`src/rtl/trainerror_handshake_wrapper.sv`:
```
// trainerror_handshake_wrapper
// Runs the TRAINERROR entry handshake over the sideband. A TX FSM sends the
// local request and waits for the partner's response. An RX FSM waits for the
// partner's request and answers it. Both share one registered transmit strobe.
// Optional feature macro: TRAINERROR_HS_TIMEOUT_EN adds o_timeout and a
// handshake cycle counter. When the counter expires it freezes both FSMs.
//
// Handshake semantics: o_tx_msg_valid is a one-cycle strobe. While it is high,
// o_encoded_SB_msg carries the code to send; otherwise o_encoded_SB_msg is 0.
// A strobe is only produced when i_SB_Busy was low in the deciding cycle.
// There is no ready return path.
module trainerror_handshake_wrapper #(
  parameter int SB_MSG_WIDTH   = 4,
  parameter int REQ_CODE       = 14,
  parameter int RESP_CODE      = 15,
  parameter int TIMEOUT_CYCLES = 1024
) (
  input  logic                    i_clk,
  input  logic                    i_rst,
  input  logic                    i_trainerror_en,
  input  logic                    i_SB_Busy,
  input  logic [SB_MSG_WIDTH-1:0] i_decoded_SB_msg,
  output logic [SB_MSG_WIDTH-1:0] o_encoded_SB_msg,
  output logic                    o_tx_msg_valid,
  output logic                    o_TRAINERROR_HS_end
`ifdef TRAINERROR_HS_TIMEOUT_EN
  ,output logic                   o_timeout
`endif
);

  localparam logic [SB_MSG_WIDTH-1:0] REQ_C  = SB_MSG_WIDTH'(REQ_CODE);
  localparam logic [SB_MSG_WIDTH-1:0] RESP_C = SB_MSG_WIDTH'(RESP_CODE);

  typedef enum logic [1:0] {
    TX_IDLE = 2'd0,
    TX_REQ  = 2'd1,
    TX_END  = 2'd2
  } tx_state_t;

  typedef enum logic [1:0] {
    RX_IDLE     = 2'd0,
    RX_WAIT_REQ = 2'd1,
    RX_RESP     = 2'd2,
    RX_END      = 2'd3
  } rx_state_t;

  tx_state_t tx_state, tx_next;
  rx_state_t rx_state, rx_next;
  logic      req_pending, req_pending_next;
  logic      msg_is_req, msg_is_resp;
  logic      resp_due, can_send, send_req, send_resp;
  logic      frozen;

  assign msg_is_req  = (i_decoded_SB_msg == REQ_C);
  assign msg_is_resp = (i_decoded_SB_msg == RESP_C);

`ifdef TRAINERROR_HS_TIMEOUT_EN
  localparam int CNT_W = $clog2(TIMEOUT_CYCLES + 1);
  logic [CNT_W-1:0] hs_cnt;

  // Count enabled, unfinished cycles; expire once and hold until disable
  always_ff @(posedge i_clk or posedge i_rst) begin
    if (i_rst) begin
      hs_cnt    <= '0;
      o_timeout <= 1'b0;
    end else if (!i_trainerror_en) begin
      hs_cnt    <= '0;
      o_timeout <= 1'b0;
    end else if (!o_timeout && !(tx_state == TX_END && rx_state == RX_END)) begin
      hs_cnt <= hs_cnt + 1'b1;
      if (hs_cnt == CNT_W'(TIMEOUT_CYCLES - 1)) o_timeout <= 1'b1;
    end
  end

  assign frozen = o_timeout;
`else
  assign frozen = 1'b0;
`endif

  // Transmit arbitration: the response wins over the request. A partner
  // request that is just arriving already counts as an owed response. One
  // idle cycle is always left after each strobe.
  always_comb begin
    resp_due  = (rx_state == RX_RESP) || (rx_state == RX_WAIT_REQ && msg_is_req);
    can_send  = i_trainerror_en && !i_SB_Busy && !o_tx_msg_valid && !frozen;
    send_resp = can_send && (rx_state == RX_RESP);
    send_req  = can_send && (tx_state == TX_REQ) && req_pending && !resp_due;
  end

  // TX next state: send one request, then wait for the partner's response
  always_comb begin
    tx_next          = tx_state;
    req_pending_next = req_pending;
    if (!i_trainerror_en) begin
      tx_next          = TX_IDLE;
      req_pending_next = 1'b0;
    end else if (!frozen) begin
      case (tx_state)
        TX_IDLE: begin
          tx_next          = TX_REQ;
          req_pending_next = 1'b1;
        end
        TX_REQ: begin
          if (send_req) req_pending_next = 1'b0;
          // A response seen before our request has gone out is ignored
          if (!req_pending && msg_is_resp) tx_next = TX_END;
        end
        TX_END:  tx_next = TX_END;
        default: tx_next = TX_IDLE;
      endcase
    end
  end

  // RX next state: wait for the partner's request, then answer it once
  always_comb begin
    rx_next = rx_state;
    if (!i_trainerror_en) begin
      rx_next = RX_IDLE;
    end else if (!frozen) begin
      case (rx_state)
        RX_IDLE:     rx_next = RX_WAIT_REQ;
        RX_WAIT_REQ: if (msg_is_req) rx_next = RX_RESP;
        RX_RESP:     if (send_resp) rx_next = RX_END;
        RX_END:      rx_next = RX_END;
        default:     rx_next = RX_IDLE;
      endcase
    end
  end

  // State, pending flag and registered outputs
  always_ff @(posedge i_clk or posedge i_rst) begin
    if (i_rst) begin
      tx_state            <= TX_IDLE;
      rx_state            <= RX_IDLE;
      req_pending         <= 1'b0;
      o_tx_msg_valid      <= 1'b0;
      o_encoded_SB_msg    <= '0;
      o_TRAINERROR_HS_end <= 1'b0;
    end else begin
      tx_state            <= tx_next;
      rx_state            <= rx_next;
      req_pending         <= req_pending_next;
      o_tx_msg_valid      <= send_resp || send_req;
      o_encoded_SB_msg    <= send_resp ? RESP_C : (send_req ? REQ_C : '0);
      // Registered from next state so it tracks (TX==END && RX==END) exactly
      o_TRAINERROR_HS_end <= (tx_next == TX_END) && (rx_next == RX_END);
    end
  end

endmodule

```
`config.mk`:
```
export PLATFORM = sky130hd
export DESIGN_NAME = trainerror_handshake_wrapper
export DESIGN_NICKNAME = d
export VERILOG_FILES = /design/src/rtl/trainerror_handshake_wrapper.sv
export SDC_FILE = /design/constraint.sdc
export NUM_CORES = 1
export LEC_CHECK = 0
export BUFFER_PORTS_ARGS = -buffer_cell sky130_fd_sc_hd__buf_2
export CORE_AREA = 2 2 39 41
export CTS_BUF_LIST = sky130_fd_sc_hd__clkbuf_8
export CTS_CLUSTER_DIAMETER = 50
export CTS_CLUSTER_SIZE = 10
export DETAILED_ROUTE_END_ITERATION = 16
export DIE_AREA = 0 0 41 43
export GPL_TIMING_DRIVEN = 0
export SLEW_MARGIN = 40
export SYNTH_ARGS = -nofsm -noshare
export SYNTH_HDL_FRONTEND = slang
export SYNTH_SLANG_ARGS = --single-unit
```
`constraint.sdc`:
```
create_clock -name i_clk -period 1.45 [get_ports i_clk]
set_input_delay 0.0725 -clock i_clk [delete_from_list [all_inputs] [get_ports i_clk]]
set_output_delay 0.0725 -clock i_clk [all_outputs]
set_load 0.02 [all_outputs]
```
==> impl_metrics.json <==
{
  "status": "complete, no violations",
  "wl_per_cell_um": 10.9,
  "drive_above_1_share_pct": 37.0,
  "whs_path_depth": 2,
  "io_pins": 14,
  "drt-vias-per-instance": 4.93,
  "cp-end-kind": "flop",
  "grt_max_degree": 9,
  "pwr-share-seq_pct": 43.1,
  "drt-initial-drc-count": 4,
  "grt_antenna_before_repair": 0,
  "finalHoldViolations": 0,
  "fmax_mhz": 752,
  "p_per_area_nw_per_um2": 1060,
  "initial_core_util_pct": 28.0,
  "period_needed_ns": 1.33,
  "synth_cell_types": 19,
  "root_buffer": "clkbuf_8",
  "power_w": 0.000556,
  "fillers": 138,
  "synth-seq-area-share_pct": 51.6,
  "layout_worst_path_cycle_share_pct": 91.7,
  "h-tree-depth": 1,
  "switchingPower_w": 0.000119,
  "yosys-top-cells-area": "dfrtp_1 (52%), nor2b_1 (6.5%), buf_4 (5.8%), a21oi_1 (5.2%), a211oi_2 (3.2%)",
  "finalMaxSlewViolations": 0,
  "numClockSinks": 8,
  "final.setup.tns_ns": 0,
  "rows": 14,
  "drcViolationCount": 0,
  "setup_viol": 0,
  "fp.coreArea_um2": 1380,
  "diodes": 0,
  "syn_avg_cell_area_um2": 10.5,
  "clk_path_buf_depth": 2,
  "synth_warnings": 0,
  "netlist_instances": 37,
  "grt_pass1_wl_um": 1360,
  "tightest_slew_ns": 0.520,
  "cts_tree": "yes",
  "vias": 345,
  "nets": 64,
  "worstRegToRegCells": 3,
  "required_ns": 1.61,
  "r2r_setup_slack_ns": 0.12,
  "arrival_ns": 1.49,
  "leakagePower_nw": 0.266,
  "ant_nets": 0,
  "rsz0062_at_grt": "false",
  "comb_power_share_pct": 9.4,
  "synth_largest_area_cell": "dfrtp_1",
  "die_area_um2": 1760,
  "holdCritPathClass": "in2reg",
  "reg2reg_from": "o_encoded_SB_msg[2]",
  "power_frac_clock_pct": 47.5,
  "fin_skew_ns": 0.00372,
  "hold_path_end": "o_encoded_SB_msg[0]",
  "clk_latency_ns": 0.23,
  "cts_setup_buffers": 0,
  "critPathKind": "reg2reg",
  "slew_headroom_pct": 65.0,
  "grt_pass1_vias": 337,
  "grt.total_usage_pct": 12.1,
  "syn_area_um2": 388,
  "p_int_w": 0.000437,
  "drv_cap": 0,
  "vdd_ir_drop_max_mv": 0.796,
  "switching_share_pct": 21.4,
  "synth_seq_cells": 8,
  "r2r_end": "o_encoded_SB_msg[2]",
  "routed_wl_um": 762,
  "clkTransAtPathRegs_ns": 0.04,
  "portBuffers": 13,
  "min_from": "i_SB_Busy",
  "syn_nets": 45,
  "startpoint_type": "flop",
  "gp_congestion": 0.727,
  "crit_path_max_fanout": 6,
  "dpl.hpwl_um": 609,
  "area_growth_pct": 35.2,
  "die_y_um": 43,
  "drt_first_pass_iters": 4,
  "die_w_um": 41,
  "yosysTopAreaCellShare_pct": 51.6,
  "cts_buffers": 3,
  "overflow": 0
}
==> cell type report <==
cell class                      count  area [µm²]  area share, %
Buffer                              3        22.5           4.30
Tap cell                           16        20.0           3.82
Clock buffer                        3        41.3           7.88
Timing Repair Buffer               14        75.1           14.3
Sequential cell                     8         200           38.2
Multi-Input combinational cell     24         158           30.1
Inverter                            2        7.51           1.43
==> worst max path at each step <==
stage                             start             endpoint  slack, ns
detailed placement  o_encoded_SB_msg[2]  o_encoded_SB_msg[2]       0.13
finish              o_encoded_SB_msg[2]  o_encoded_SB_msg[2]       0.12
floorplan           o_encoded_SB_msg[2]  o_encoded_SB_msg[2]       0.12
global placement    o_encoded_SB_msg[2]  o_encoded_SB_msg[2]       0.14
global route        o_encoded_SB_msg[2]          req_pending       0.01
CTS                 o_encoded_SB_msg[2]  o_encoded_SB_msg[2]       0.12
==> logic make-up after synthesis <==
group	share of synthesized area, %
AND/OR/NAND/NOR	21.9
buffers and inverters	7.74
AO/OA/AOI/OAI	18.7
flip-flops	51.6
==> Yosys cell counts, drive strengths merged <==
cell and instances:
inv 2, or3b 1, o21ai 1, a21oi 4, a211oi 2, nor2 3, and4b 1, nand4 1
nand2 1, o21a 1, nor4 1, or2b 1, buf 3, nand2b 1, nor2b 4, o41a 1
a31o 1, dfrtp 8
==> worst max-delay path: stages, from the launching register on <==
cell and delay, ns:
dfrtp_1 0.41, or3b_1 0.43, a211oi_2 0.25, a31o_1 0.17
==> cells in the final DEF, fill, tap and decap left out, types with 2 or more instances in the layout <==
cell	n
nor2_1	3
dfrtp_1	8
buf_4	3
inv_1	2
buf_2	13
clkbuf_8	3
a21oi_1	4
nor2b_1	4
==> per-layer routing <==
layer	track usage, %	share of wire, %
met2	17.2	44
met4	6.67	3.1
met5	0	0
met3	8.90	11
met1	12.3	42
==> per-stage QoR <==
step	cell area [µm²]	hold slack (ns)	cells	setup WS, ns	utilization, %
final	524	0.0523	70	0.121	37.9
after global routing	524	0.0645	70	0.0135	37.9
after CTS	524	0.0529	70	0.124	37.9
after detailed placement	473	0.0349	66	0.132	34.2
after global placement	473	0.0399	66	0.140	34.2
after floorplan	388	-0.112	37	0.117	-
==> registers in the layout, summed over array words and instances (netlist names) <==
| name | cells |
|---|---|
| req_pending | 1 |
| tx_state | 2 |
| rx_state | 2 |
| o_TRAINERROR_HS_end | 1 |
| o_encoded_SB_msg | 2 |
==> repair_timing <==
item / 4_1_cts / 5_1_grt
hold buffers: 1 / 0
hold endpoints to repair: 8 / 0
resized for setup: 0 / 0
==> power groups by stage <==
stage	sequential, W	clock (W)	combinational, W
finish	0.000240	0.000264	0.0000524
global route	0.000241	0.000281	0.0000607
CTS	0.000239	0.000272	0.0000533
detailed placement	0.000242	0	0.0000513
global placement	0.000242	0	0.0000502
floorplan	0.000242	0	0.0000306
(Power assumes the default switching activity.)
